**config.mk**
```make
export PLATFORM = sky130hd
export DESIGN_NAME = vector_element_counter_flat
export DESIGN_NICKNAME = d
export VERILOG_FILES = /design/src/rtl/vector_types_pkg.sv /design/src/rtl/vector_element_counter_if.sv /design/src/rtl/vector_lane_mask_gen.sv /design/src/rtl/vector_element_counter.sv /design/src/flat_wrapper.sv
export SDC_FILE = /design/constraint.sdc
export NUM_CORES = 1
export LEC_CHECK = 0
export BUFFER_PORTS_ARGS = -buffer_cell sky130_fd_sc_hd__clkbuf_2
export CORE_ASPECT_RATIO = 0.75
export CORE_MARGIN = 8
export CORE_UTILIZATION = 55
export DETAILED_ROUTE_END_ITERATION = 8
export GPL_ROUTABILITY_DRIVEN = 0
export GPL_TIMING_DRIVEN = 1
export PLACE_DENSITY = 0.81
export SETUP_SLACK_MARGIN = 0.5
export SYNTH_ARGS = -nofsm -noshare
export SYNTH_HDL_FRONTEND = slang
export SYNTH_HIERARCHICAL = 1
export SYNTH_SLANG_ARGS = --single-unit
```
**constraint.sdc**
```tcl
create_clock -name CLK -period 6.6 [get_ports CLK]
set_clock_uncertainty 0.1 [all_clocks]
set_input_delay 0.33 -clock CLK [delete_from_list [all_inputs] [get_ports CLK]]
set_output_delay 0.33 -clock CLK [all_outputs]
set_load 0.01 [all_outputs]
```
**src/rtl/vector_types_pkg.sv**
```systemverilog
`default_nettype none
// ============================================================================
// vector_types_pkg : shared types/constants for the vector element sequencers
// Rev 1.0
// ============================================================================
package vector_types_pkg;

    localparam int VLMAX_DEFAULT     = 32;
    localparam int NUM_LANES_DEFAULT = 2;

    typedef enum logic [0:0] {
        IDLE  = 1'b0,
        COUNT = 1'b1
    } ecount_state_t;

    typedef logic [$clog2(VLMAX_DEFAULT):0]   vl_t;
    typedef logic [$clog2(VLMAX_DEFAULT)-1:0] elem_idx_t;

endpackage
`default_nettype wire

```
**src/rtl/vector_element_counter_if.sv**
```systemverilog
`default_nettype none
// ============================================================================
// vector_element_counter_if : control-unit / lane handshake of the element counter
// Rev 1.0
// ============================================================================
interface vector_element_counter_if
    import vector_types_pkg::*;
#(
    parameter int NUM_LANES = NUM_LANES_DEFAULT,
    parameter int VLMAX     = VLMAX_DEFAULT
);
    logic                       start;
    logic [$clog2(VLMAX):0]     vl;
    logic [$clog2(VLMAX)-1:0]   vstart;
    logic                       widen;
    logic                       stall;
    logic                       flush;
    logic                       ready;
    logic                       busy;
    logic [$clog2(VLMAX)-1:0]   offset;
    logic [NUM_LANES-1:0]       lane_active;
    logic                       done;

    modport master (
        output start, vl, vstart, widen, stall, flush,
        input  ready, busy, offset, lane_active, done
    );

    modport slave (
        input  start, vl, vstart, widen, stall, flush,
        output ready, busy, offset, lane_active, done
    );

endinterface
`default_nettype wire

```
**src/rtl/vector_lane_mask_gen.sv**
```systemverilog
`default_nettype none
// ============================================================================
// vector_lane_mask_gen : per-lane active mask and last-beat flag for one beat
// Rev 1.0
// ============================================================================
module vector_lane_mask_gen
    import vector_types_pkg::*;
#(
    parameter int NUM_LANES = NUM_LANES_DEFAULT,
    parameter int VLMAX     = VLMAX_DEFAULT
) (
    input  wire logic [$clog2(VLMAX)-1:0] offset_i,
    input  wire logic [$clog2(VLMAX):0]   vl_i,
    input  wire logic [$clog2(VLMAX):0]   step_i,
    output logic      [NUM_LANES-1:0]     lane_active_o,
    output logic                          last_o
);
    // Two extra bits so offset+step and offset+lane never wrap.
    localparam int EXT_W = $clog2(VLMAX) + 2;

    logic [EXT_W-1:0] w_end;

    assign w_end  = EXT_W'(offset_i) + EXT_W'(step_i);
    assign last_o = (w_end >= EXT_W'(vl_i));

    for (genvar i = 0; i < NUM_LANES; i++) begin : g_lane
        assign lane_active_o[i] = ((EXT_W'(offset_i) + EXT_W'(i)) < EXT_W'(vl_i));
    end

endmodule
`default_nettype wire

```
**src/rtl/vector_element_counter.sv**
```systemverilog
`default_nettype none
// ============================================================================
// vector_element_counter : walks vstart..vl-1, NUM_LANES elements per beat
// Optional half-rate widening step: VECTOR_ELEM_COUNTER_WIDEN_EN      Rev 1.0
// ============================================================================
module vector_element_counter
    import vector_types_pkg::*;
#(
    parameter int NUM_LANES = NUM_LANES_DEFAULT,
    parameter int VLMAX     = VLMAX_DEFAULT
) (
    input  wire logic                   CLK,
    input  wire logic                   RST,
    vector_element_counter_if.slave     bus
);
    localparam int IDX_W = $clog2(VLMAX);
    localparam int VL_W  = IDX_W + 1;

    ecount_state_t          state_q, state_d;
    logic [IDX_W-1:0]       offset_q, offset_d;
    logic [VL_W-1:0]        vl_q, vl_d;
    logic [VL_W-1:0]        w_step;
    logic [NUM_LANES-1:0]   w_mask;
    logic [NUM_LANES-1:0]   w_lane_keep;
    logic                   w_last;
    logic                   w_busy;
    logic                   w_accept;

`ifdef VECTOR_ELEM_COUNTER_WIDEN_EN
    localparam logic [NUM_LANES-1:0] HALF_MASK = NUM_LANES'({(NUM_LANES/2){1'b1}});

    logic widen_q, widen_d;

    assign w_step      = widen_q ? VL_W'(NUM_LANES/2) : VL_W'(NUM_LANES);
    assign w_lane_keep = widen_q ? HALF_MASK : '1;
`else
    logic w_widen_unused;

    assign w_widen_unused = bus.widen;
    assign w_step         = VL_W'(NUM_LANES);
    assign w_lane_keep    = '1;
`endif

    vector_lane_mask_gen #(
        .NUM_LANES (NUM_LANES),
        .VLMAX     (VLMAX)
    ) u_mask_gen (
        .offset_i      (offset_q),
        .vl_i          (vl_q),
        .step_i        (w_step),
        .lane_active_o (w_mask),
        .last_o        (w_last)
    );

    assign w_busy          = (state_q == COUNT);
    assign bus.busy        = w_busy;
    assign bus.offset      = offset_q;
    assign bus.done        = w_busy & w_last;
    assign bus.lane_active = w_busy ? (w_mask & w_lane_keep) : '0;
    assign bus.ready       = (state_q == IDLE) | (w_busy & w_last & ~bus.stall & ~bus.flush);
    assign w_accept        = bus.start & bus.ready & ~bus.flush;

    always_comb begin
        state_d  = state_q;
        offset_d = offset_q;
        vl_d     = vl_q;
`ifdef VECTOR_ELEM_COUNTER_WIDEN_EN
        widen_d  = widen_q;
`endif
        if (bus.flush) begin
            state_d  = IDLE;
            offset_d = '0;
        end else if (w_accept) begin
            // Covers both a fresh start from IDLE and a bubble-free reload on the last beat.
            state_d  = COUNT;
            offset_d = bus.vstart;
            vl_d     = bus.vl;
`ifdef VECTOR_ELEM_COUNTER_WIDEN_EN
            widen_d  = bus.widen;
`endif
        end else if (w_busy && !bus.stall) begin
            if (w_last) begin
                state_d = IDLE;
            end else begin
                offset_d = offset_q + w_step[IDX_W-1:0];
            end
        end
    end

    always_ff @(posedge CLK or posedge RST) begin
        if (RST) begin
            state_q  <= IDLE;
            offset_q <= '0;
            vl_q     <= '0;
`ifdef VECTOR_ELEM_COUNTER_WIDEN_EN
            widen_q  <= 1'b0;
`endif
        end else begin
            state_q  <= state_d;
            offset_q <= offset_d;
            vl_q     <= vl_d;
`ifdef VECTOR_ELEM_COUNTER_WIDEN_EN
            widen_q  <= widen_d;
`endif
        end
    end

endmodule
`default_nettype wire

```
**src/flat_wrapper.sv**
```systemverilog
// flat-port wrapper written by rule: the top's interface ports become plain ports
module vector_element_counter_flat import vector_types_pkg::*;
#(
    parameter int NUM_LANES = NUM_LANES_DEFAULT,
    parameter int VLMAX     = VLMAX_DEFAULT
)
  (CLK, RST, bus_start, bus_vl, bus_vstart, bus_widen, bus_stall, bus_flush, bus_ready, bus_busy, bus_offset, bus_lane_active, bus_done);
  vector_element_counter_if #(.NUM_LANES(NUM_LANES), .VLMAX(VLMAX)) bus_i ();
  input  wire logic CLK;
  input  wire logic RST;
  input wire logic [$bits(bus_i.start)-1:0] bus_start;
  input wire logic [$bits(bus_i.vl)-1:0] bus_vl;
  input wire logic [$bits(bus_i.vstart)-1:0] bus_vstart;
  input wire logic [$bits(bus_i.widen)-1:0] bus_widen;
  input wire logic [$bits(bus_i.stall)-1:0] bus_stall;
  input wire logic [$bits(bus_i.flush)-1:0] bus_flush;
  output wire logic [$bits(bus_i.ready)-1:0] bus_ready;
  output wire logic [$bits(bus_i.busy)-1:0] bus_busy;
  output wire logic [$bits(bus_i.offset)-1:0] bus_offset;
  output wire logic [$bits(bus_i.lane_active)-1:0] bus_lane_active;
  output wire logic [$bits(bus_i.done)-1:0] bus_done;
  assign bus_i.start = bus_start;
  assign bus_i.vl = bus_vl;
  assign bus_i.vstart = bus_vstart;
  assign bus_i.widen = bus_widen;
  assign bus_i.stall = bus_stall;
  assign bus_i.flush = bus_flush;
  assign bus_ready = bus_i.ready;
  assign bus_busy = bus_i.busy;
  assign bus_offset = bus_i.offset;
  assign bus_lane_active = bus_i.lane_active;
  assign bus_done = bus_i.done;
  vector_element_counter #(.NUM_LANES(NUM_LANES), .VLMAX(VLMAX)) u_core (.CLK(CLK), .RST(RST), .bus(bus_i));
endmodule
```
# After elaboration in Yosys (flattened, before gate mapping)
# Index checks and enable logic that the tools add are counted.
[word_totals]
reg_bits = 12
in_bits = 17
wordCells = 35
[classes]
addsub = 3
order_cmp = 3
n_eq_ne = 1
muxes = 9
bitwise = 9
n_reduce_logical = 7
[ops]
columns = ["cell", "count"]
rows = [
  ["$mux 5", 4],
  ["$ge 7x6->1", 1],
  ["$add 5x1->6 const B", 1],
  ["$add 5x2->6 const B", 1],
  ["$lt 5x6->1", 1],
  ["$lt 6x6->1", 1],
  ["$reduce_and 2->1", 3],
  ["$reduce_bool 3->1", 2],
  ["$add 5x2->5 const B", 1],
  ["$and 1x1->1", 5],
  ["$mux 1", 4],
  ["$ne 3x3->1 const B", 1],
  ["$not 1->1", 3],
  ["$mux 2", 1],
  ["$logic_and 1x1->1", 1],
  ["$logic_not 1->1", 1],
  ["$or 1x1->1", 1],
]

# Longest topological paths before layout
# Gate-level depths: netlist (run 1).
[depth]
word_depth = 10
mapped_depth = 15
depth_no_buf = 14

# Hierarchy
# Netlist (run 1), hierarchy kept.
[modules_own_cells]
columns = ["module", "n_inst", "cells_each", "area_each_um2", "seq_area_each_um2"]
rows = [
  ["vector_element_counter", 1, 57, 639.4, 300.3],
  ["vector_lane_mask_gen", 1, 76, 605.6, 0.0],
]

# Least setup slack after synthesis (run 1)
# No wires, ideal clock.
[synth_timing]
kind = "register to register"
start = "register u_core.offset_q[1] (netlist: u_core/bus.offset[1])"
end = "register u_core.offset_q[1] (netlist: u_core/bus.offset[1])"
setup_time_ns = 0.125
arrival_ns = 2.888
required_time_ns = 6.375
path_slack_ns = 3.487
path_stages_with_launch = 14
path_buffers = 0
period_less_slack_ns = 3.113
path_cell_list = "dfrtp_1 inv_1 fa_1 nor2b_4 o31a_1 a21oi_1 ha_1 a21o_1 a21oi_1 nand3_1 nand2b_1 a21oi_4 mux2_1 mux2_2"
[synth_via]
elab_chain_cells = 10
[synth_rtl]
columns = ["element", "line", "source"]
rows = [
  ["from (decl)", "vector_element_counter.sv:20", "logic [IDX_W-1:0] offset_q, offset_d;"],
  ["from (signal assigned)", "vector_element_counter.sv:100", "offset_q <= offset_d;"],
  ["$add 5x2->6 *", "vector_lane_mask_gen.sv:23", "assign w_end = EXT_W'(offset_i) + EXT_W'(step_i);"],
  ["$ge 7x6->1 *", "vector_lane_mask_gen.sv:24", "assign last_o = (w_end >= EXT_W'(vl_i));"],
  ["via u_core.w_last", "vector_element_counter.sv:25", "logic w_last;"],
  ["$and 1x1->1 (3 in series)", "vector_element_counter.sv:60", "assign bus.ready = (state_q == IDLE) | (w_busy & w_last & ~bus.stall & ~bus.flush);"],
  ["$or 1x1->1", "vector_element_counter.sv:60", ""],
  ["$and 1x1->1 (2 in series)", "vector_element_counter.sv:61", "assign w_accept = bus.start & bus.ready & ~bus.flush;"],
  ["$ne 3x3->1 (no source line) (tied with other cells)", "--", ""],
  ["$reduce_and 2->1 (no source line) / $mux 5 (equally long branches)", "--", ""],
]
# The timed path passes the listed nets; every way through them passes the cells marked *. The select of a mux whose other input is x is not followed.
# A chain may end at the register's enable or synchronous reset.

# Worst setup path in the final report (run 1)
[layout_timing]
start = "register u_core.offset_q[1] (netlist: u_core/bus.offset[1])"
end = "register u_core.offset_q[3] (netlist: u_core/bus.offset[3])"
# The elaborated chain is that of the path after synthesis.

==> impl_summary.md, run 1 <==
Yosys
Sorting the synthesized cells by area gives the leading types as dfrtp_1 24%, ha_1 22%, mux2_1 9.0%, inv_1 3.6%, xnor2_1 3.5%. The async set or reset register ratio after synthesis is 100.0%. The number of standard cells after synthesis is between 100 and 150. The number of enable flip-flop cells after synthesis is 0. Counting flops and latches in the post-synthesis netlist gives 12. The number of warning messages in the yosys log is 6. The area share of the leading cell type in the synthesized netlist is between 20 and 25%.

The top cell type by total area after synthesis is dfrtp_1. The synthesized netlist occupies a cell area of 1245 µm². The primary flip-flop cell chosen by synthesis mapping is dfrtp_1. In this run, distinct cell masters in the synthesized netlist total 36. The mean instance size in the synthesized netlist is between 9 and 10 µm².

The share of the Yosys chip area taken by registers is around 24%.

CTS
The clock passes through at most 2 buffers. The source-to-sink clock delay at the later pin of the worst-skew pair is approximately 0.26 ns. CTS built an H-tree with a depth of 1. Counting the buffers created by CTS gives 3. The tree is rooted in a clkbuf_4. TritonCTS built the clock tree.

After clock tree synthesis, the clock-pin slew on the worst setup and hold paths is 0.07 ns. Gates resized during post-CTS repair numbered 0. Buffers inserted to repair hold after CTS numbered 1. Buffers added to address setup during post-CTS repair amount to 0. The number of sinks on the clock net is 12.

Placement
Timing analysis after detailed placement gives a worst setup slack of between 3 and 4 ns. Counting tap cells, the placed design contains a total of 188 instances. Once placement finished, the instance area stood at 1416 µm². The number of input and output port buffers inserted is 25. The sum of net half-perimeters after detailed placement is around 2.2 mm.

GRT
The total overflow left after global routing is 0. Global routing consumed, over all layers together, between 10% and 20% of the routing resources. The number of global-route vias before repair came to roughly 1100.

The wire length of the first global-routing pass is roughly 4.5 mm. Entering global routing, the biggest net connects 15 pins. The number of antenna violations at the first check in global routing is 0.

Detailed routing
The routed via count divided by cell count is between 5 and 6. The wire length after detailed routing is 2.658 mm. For this block, the initial DRC count from the detailed router was between 40 and 50. The via count is between 1000 and 1500. In the final routed layout, each cell accounts on average for ~14 µm. The first TritonRoute pass finished after 4 iterations. The antenna violation net count after detailed routing is 0. For this run, design rule violations remaining after detail routing come to 0.

Setup path
The endpoint required time on the critical path is between 6 and 7 ns. Of all nets on the critical path, the largest fanout is 14. The endpoint class of the critical path is a register. In this design, the stage delay of the slowest critical-path cell is between 0.5 and 0.6 ns. The largest individual stage delay along the critical path comes from the cell dfrtp_1. The cell that appears most often on the critical path is a21oi_1.

The worst setup path is of the reg2reg kind. The critical path data arrival time is around 3.7 ns. The worst register-to-register path has a depth of 13. Walking the worst path, the cells encountered are inv_1 > fa_1 > nor2b_4 > o31a_1 > a21oi_1 > ha_1 > a21o_1 > a21oi_1 > nand3_1 > nand2b_1 > a21oi_4 > mux2_1 > a32o_1.

The register-to-register path setup slack is approximately 3.0 ns. STA classifies the critical path startpoint as a register.

Job
The number of max-capacitance violations reported is 0.

STA
The number of endpoints with negative hold slack in the final report was 0. In the finished design, the share of the clock period the worst path needs comes to 54.54%. The maximum frequency from static timing analysis is 0.2778 GHz. Subtracting the final worst setup slack from the clock period gives between 3 and 4 ns.

Setup repair after global routing left no endpoint under its margin. The final count of negative-setup-slack endpoints is 0. Adding up every negative setup slack in the final design gives 0 ns. Setup slack on the critical path of the routed design comes to 3.000 ns. The total count of max-transition violations in the final report is 0.

The tightest hold path in the finished design has a slack of 0.1772 ns.

Layout
In the final layout, the multi-input gates occupy 914.6 µm². At the end of the flow the core is filled with cells to around 66%. Summing all flip-flop and latch instances after layout gives between 300 and 400 µm². Summing all non-filler instances in the final layout gives an area of ~1500 µm².

The count of antenna diodes in the layout is 0. The post-route netlist has approximately 23% of its cells at a drive strength greater than 1. The total number of nets in the final design is approximately 210. Compared with the post-synthesis result, the final layout area differs by 17.49%. Once layout is complete, the cells apart from fillers number just under 200.

Counting the fill cells in the layout gives 200.

Die
The die extent in x is 70.94 µm. After floorplanning, the core was divided into 15 placement rows. The standard cell core area is 2215 µm².

The die is 57.20 µm tall. The count of pins on the block boundary is 27. The area enclosed by the die boundary is slightly above 4000 µm². The initial utilization of the core area, before any placement, comes to roughly 56%.

Power and ir drop
Summing internal, switching and leakage power gives about 400 µW. The worst voltage drop across the vdd grid is 150.6 µV. The static leakage is around 0.77 nW. The ratio of total power to cell area is between 200 and 300 nW/µm².

Worst hold path
Along the worst hold path, the cell count comes to 2. The path class of the tightest hold or removal check is in2reg.

Outcome
The run finished with clean final reports.
layer usage:
| metal | track usage (%) | vias to the layer above | part of all wire [%] |
|---|---|---|---|
| met4 | 6.195 | 0 | 0.45 |
| met2 | 23.72 | 25 | 48 |
| met3 | 1.923 | 2 | 3.8 |
| li1 | - | 535 | - |
| met5 | 0 | - | 0 |
| met1 | 16.17 | 490 | 48 |
kinds of logic (layout without fill, tap and decap cells):
| kind of cell | count (synthesis) | in the layout | synth area share, % |
|---|---|---|---|
| DFF | 12 | 12 | 24.12 |
| AOI/OAI and AO/OA | 33 | 33 | 18.69 |
| xor gates and xnor gates | 6 | 6 | 4.221 |
| buffers and inverters | 13 | 42 | 4.221 |
| other | 2 | 8 | 0.6032 |
| muxes | 12 | 12 | 10.85 |
| and+or+nand+nor | 32 | 32 | 13.57 |
| adders and majority gates | 23 | 23 | 23.72 |
layout make-up:
cell class,instances,area share [%]
multi-input combinational,114,62.53
sequential,12,20.53
inverter,12,3.080
tap,25,2.139
clock buffer,4,2.481
timing repair buffer,26,9.239
flip-flops by register name (all words and copies together), names as in the netlist:
signal / flops
u_core/vl_q: 6
u_core/bus.busy: 1
u_core/bus.offset: 5
cell usage in the layout (no fill, tap or decap), drive strengths merged:
| cell | count |
|---|---|
| inv | 12 |
| o21ai | 10 |
| and2b | 1 |
| o21a | 2 |
| or2 | 1 |
| o31a | 1 |
| nand2 | 9 |
| o2bb2ai | 2 |
| nor2 | 6 |
| a211oi | 3 |
| o21bai | 1 |
| a32o | 2 |
| xor2 | 1 |
| mux2 | 12 |
| dlygate4sd3 | 1 |
| ha | 22 |
| nor2b | 4 |
| nand3 | 4 |
| conb | 8 |
| and2 | 3 |
| clkbuf | 29 |
| o211ai | 1 |
| a21o | 2 |
| nand2b | 3 |
| dfrtp | 12 |
| xnor2 | 5 |
| a21oi | 9 |
| nand4 | 1 |
| fa | 1 |
cells in the mapped netlist (3+ instances only):
master   instances
mux2_1          10
inv_1           12
nor2b_1          3
nor2_1           6
nand3_1          4
ha_1            22
and2_1           3
o21ai_0          8
xnor2_1          5
a21oi_1          7
dfrtp_1         12
nand2_1          9
worst max-delay path: cells and delay by family, from the launching register on:
family	cells	cell delay [ns]
and+or+nand+nor	3	0.40
DFF	1	0.57
muxes	1	0.37
adders and majority gates	2	0.82
buffers and inverters	1	0.12
AOI/OAI and AO/OA	6	1.10
power by group:
part / leakage, nW / switching [mW] / internal [mW]
Clock: 0.0210 / 0.0221 / 0.0335
Combinational: 0.599 / 0.122 / 0.111
Sequential: 0.149 / 0.0276 / 0.0907
worst paths after layout:
kind / startpoint / endpoint
max: u_core/bus.offset[1]$_DFFE_PP0P_ / u_core/bus.offset[3]$_DFFE_PP0P_
min: bus_vl[4] / u_core/vl_q[4]$_DFFE_PP0P_
max reg2reg: u_core/bus.offset[1]$_DFFE_PP0P_ / u_core/bus.offset[3]$_DFFE_PP0P_
min reg2reg: u_core/vl_q[4]$_DFFE_PP0P_ / u_core/vl_q[4]$_DFFE_PP0P_
max in group asynchronous: RST / u_core/vl_q[5]$_DFFE_PP0P_
min in group asynchronous: RST / u_core/bus.offset[0]$_DFFE_PP0P_
No activity file was read; power rests on OpenSTA's default activity.
==> run 2, diff against run 1 <==
ABC_AREA = 1   (was unset)
PLACE_DENSITY = 0.79   (was 0.81)
clock period = 3.8 ns   (was 6.6 ns; I/O delays follow)
==> run 2 against run 1 <==
Against the previous run: setup slack lost 2.2 ns; critical path depth stayed put; cell count increased by 40%; final area up 15%; via count is 26% higher; synthesized cell count rose by 49%; routed wire length rose by 18%; core utilization down 0.27 points; combinational power is 41% higher; area after synthesis rose by 17%.
==> impl_summary.md, run 2 <==
Yosys
In this run, synthesis inferred 0 flip-flops with an integrated enable. Summing the areas of all fa, ha and maj instances in the mapped netlist gives 20.26% of the synthesized area. The dominant cell by count in the synthesized netlist is nand2_1. Summed over all instances, the cell type with the most area after synthesis is dfrtp_1. The xor/xnor cell area share of the yosys netlist is under 10%.

After synthesis, the mean cell area works out to ~7.4 µm². The main combinational cell family by area after synthesis is simple AND/OR/NAND/NOR gates. By area the synthesized netlist is led by dfrtp_1 21%, ha_1 19%, nand2_1 13%, inv_1 8.5%, nand2_2 7.3%. Of the total synthesized cell area, the portion taken by AND, OR, NAND and NOR gates is 36.82%. The number of distinct library cells after synthesis is 26.

The register area share after synthesis is between 20% and 30%. The number of warning messages in the yosys log is 6. Counting flops and latches in the post-synthesis netlist gives 12. In this run the cell area of the synthesized design comes to 1458 µm². The number of standard cells after synthesis is between 150 and 200. The synthesized design devotes to its leading area cell type 20.60% of total area. In the synthesized netlist, the cells that appear most often are 52 x nand2_1, 33 x inv_1, 22 x ha_1, 17 x nand2_2, 12 x dfrtp_1. Counting flops with an async set or reset pin after synthesis yields a share of 100.0%. Summing the areas of all compound-gate instances in the mapped netlist gives approximately 5.4% of the synthesized area. The post-synthesis mux area share is 0%. In the synthesized netlist the dominant register cell turns out to be dfrtp_1.

Layout
The count of antenna diodes in the layout is 0. In the layout the commonest cells are 52 x nand2_1, 33 x inv_1, 25 x clkbuf_2, 22 x ha_1, 17 x nand2_2. The total number of nets in the final design is 276. The post-route core utilization is about two thirds.

Leaving out fill and tap cells, the most frequent cell in the layout is nand2_1. Cells with a size suffix above 1 make up roughly 25% of the layout. The footprint of the multi-input gates is 1018 µm². The register containing the most flip-flops in the final layout is u_core/vl_q. The area growth from synthesis to layout is 15.62%. The area used by sequential logic in the layout is 300.3 µm². The register with the most flip-flops in the layout has 6 of them. The layout has between 200 and 300 filler cells.

Detailed routing
The via count is around 1300. The routed length per instance is 11.60 µm. The detail route stage leaves a number of antenna-violating nets equal to 0. The number of DRC violations after detailed-routing iteration 0 is 91. Dividing the detail-routed via count by the number of cells gives roughly 4.9. The wire length after detailed routing is between 3 and 4 mm. The iteration count of the initial detailed-routing pass is 4. The post-detailed-route DRC marker count is 0.

CTS
After clock tree synthesis, the setup repair step added 0 buffers. The number of sinks on the clock net is 12. After clock tree synthesis, the clock-pin slew on the worst setup and hold paths is about 0.08 ns. The source-to-sink clock delay at the later pin of the worst-skew pair is 0.28 ns. The cell sitting at the root of the clock tree is a clkbuf_4. The number of levels in the clock H-tree is 1. No sink is reached through more buffers than the 2 on the longest clock path.

Buffers inserted during clock tree synthesis total 3. The TritonCTS clock tree is built.

Setup path
The endpoint class of the critical path is an output port. The category of cells accounting for the largest share of critical-path delay is adder cells. The peak per-stage delay on the critical path is between 0.4 and 0.5 ns. The worst setup path is of the reg2out kind. In this run the worst path has a maximum fanout of 9. Traced cell by cell, the critical path runs through ha_1 > nand3_1 > nand3_1 > xor2_1 > ha_1 > nand2_1 > nand2_1 > a21o_1 > nor2_1 > nand2_1 > nand3_4 > nand2_4 > clkbuf_2. The endpoint required time on the critical path is between 3 and 4 ns. The cell at the slowest stage of the critical path is dfrtp_1. The worst setup path is launched from a register.

The critical path data arrival time is 2.68 ns. The most used cell along the critical path is nand2_1. Together, buffers and inverters on the worst path number 1.

Power and ir drop
The clock network accounts for about 17% of the total power. Of the total power, registers draw 28.5%. The cell-internal power is 338.8 µW. Combinational cells account for approximately 54% of the total power. The net switching power of the design is 265.6 µW. The fraction of power spent switching nets is between 40 and 50%. In this run the power density over the cells is ~360 nW/µm². IR analysis of the VDD net gives a maximum drop of approximately 210 µV. The static leakage is about 1.0 nW.

The total power consumption of the routed design is roughly 600 µW.

Die
The chip height is between 60 and 70 µm. The die extent in x is roughly 75 µm. The standard cell core area is approximately 2600 µm². The number of rows created at floorplan is 16. The initial cell density of the core is between 50% and 60%. The die covers 4571 µm². In this run the count of I/O pins placed on the die edge is 27.

GRT
For this run, the total global-route usage over all layers was measured as between 15 and 20%. Entering global routing, the biggest net connects 15 pins. The number of antenna violations at the first check in global routing came to 0. The first global-routing pass estimated approximately 5.4 mm of wire. The number of global-route vias before repair came to about 1200. Global routing finished with a remaining overflow of 0.

Job
The tool flagged a number of max-cap violations equal to 0.

STA
Setup violations remaining at the end of the flow were counted as 0. The number of endpoints with negative hold slack in the final report was 0. The post-layout minimum cycle time is slightly below 3 ns. Based on the critical path, the design can be clocked at up to 0.3361 GHz.

The total count of max-transition violations in the final report is 0. Setup repair after global routing left no endpoint under its margin. The final worst-path cycle share is slightly below 80%. The accumulated negative setup slack is 0 ns.

Outcome
The run finished with clean final reports.

Placement
Detailed placement finished with a half-perimeter wire length of 2.625 mm. The number of input and output port buffers inserted is 25.

Worst hold path
The class of the tightest hold or removal check is in2reg.
==> run 2: cell count changes after synthesis, sizes merged, moves of 6 or more <==
| cell | change |
|---|---|
| nand3 | +11 |
| mux2 | -12 |
| o21ai | -6 |
| inv | +24 |
| nand4 | +8 |
| nand2 | +62 |
==> run 2: through the flow <==
stage                     hold WS (ns)  std cells  setup slack [ns]  area (µm²)
after global routing          0.006984        271            0.6422        1685
after floorplan               -0.04530        206            0.9881        1488
after global placement          0.1023        266            0.9879        1639
after detailed placement       0.09821        266            0.9612        1639
final                          0.01232        271            0.8251        1685
after CTS                      0.01113        271            0.7988        1685
==> run 2: layout make-up <==
type | count | area share [%]
multi-input cells | 156 | 60.43
flip-flops and latches | 12 | 17.82
clock buffers | 4 | 2.153
inverters | 36 | 8.463
well taps | 36 | 2.673
repair buffers | 27 | 8.463
==> run 2: power groups by stage <==
stage | Sequential, mW | Combinational [mW] | Clock (mW)
4_1_cts | 0.173 | 0.328 | 0.105
3_5_place_dp | 0.176 | 0.323 | 0
3_3_place_gp | 0.175 | 0.314 | 0
6_report | 0.172 | 0.328 | 0.104
2_1_floorplan | 0.176 | 0.241 | 0
5_1_grt | 0.177 | 0.380 | 0.114
==> run 2: what timing repair did <==
action                                  CTS  global route
endpoints found under the setup margin    0             0
resized for setup                         0             0
hold buffers                              1             0
endpoints found under the hold margin    12             0
==> run 2: worst reg2reg max path, delay by kind of cell, from the launching register on <==
kind	cells	cell delay, ns
DFF	1	0.49
and+or+nand+nor	12	1.13
xor gates and xnor gates	1	0.15
AOI/OAI and AO/OA	1	0.15
adders and majority gates	2	0.75
==> run 2: kinds of logic (layout without fill, tap and decap cells) <==
logic type / after synthesis / in the layout
DFF: 12 / 12
xor gates and xnor gates: 8 / 8
and+or+nand+nor: 101 / 101
AOI/OAI and AO/OA: 14 / 14
other: 2 / 10
buffers and inverters: 38 / 67
adders and majority gates: 23 / 23
==> run 2: worst paths after layout <==
path / startpoint / end / slack (ns) / depth (start not counted)
hold / removal: bus_vl[3] / u_core/vl_q[3]$_DFFE_PP0P_ / 0.01 / 3
max in group asynchronous: RST / u_core/bus.offset[2]$_DFFE_PP0P_ / 2.95 / 3
hold reg to reg: u_core/vl_q[1]$_DFFE_PP0P_ / u_core/vl_q[1]$_DFFE_PP0P_ / 0.40 / 2
min in group asynchronous: RST / u_core/vl_q[3]$_DFFE_PP0P_ / 0.34 / 3
setup / recovery: u_core/bus.offset[2]$_DFFE_PP0P_ / bus_ready / 0.83 / 13
setup reg to reg: u_core/bus.offset[2]$_DFFE_PP0P_ / u_core/bus.offset[1]$_DFFE_PP0P_ / 0.95 / 16
==> run 2: routing by layer <==
metal / vias up / track usage [%] / wire length (µm)
met1: 593 / 20.21 / 1503
met2: 34 / 24.54 / 1456
met4: 0 / 1.635 / 0
met5: - / 0 / 0
met3: 0 / 4.455 / 183
li1: 696 / - / -
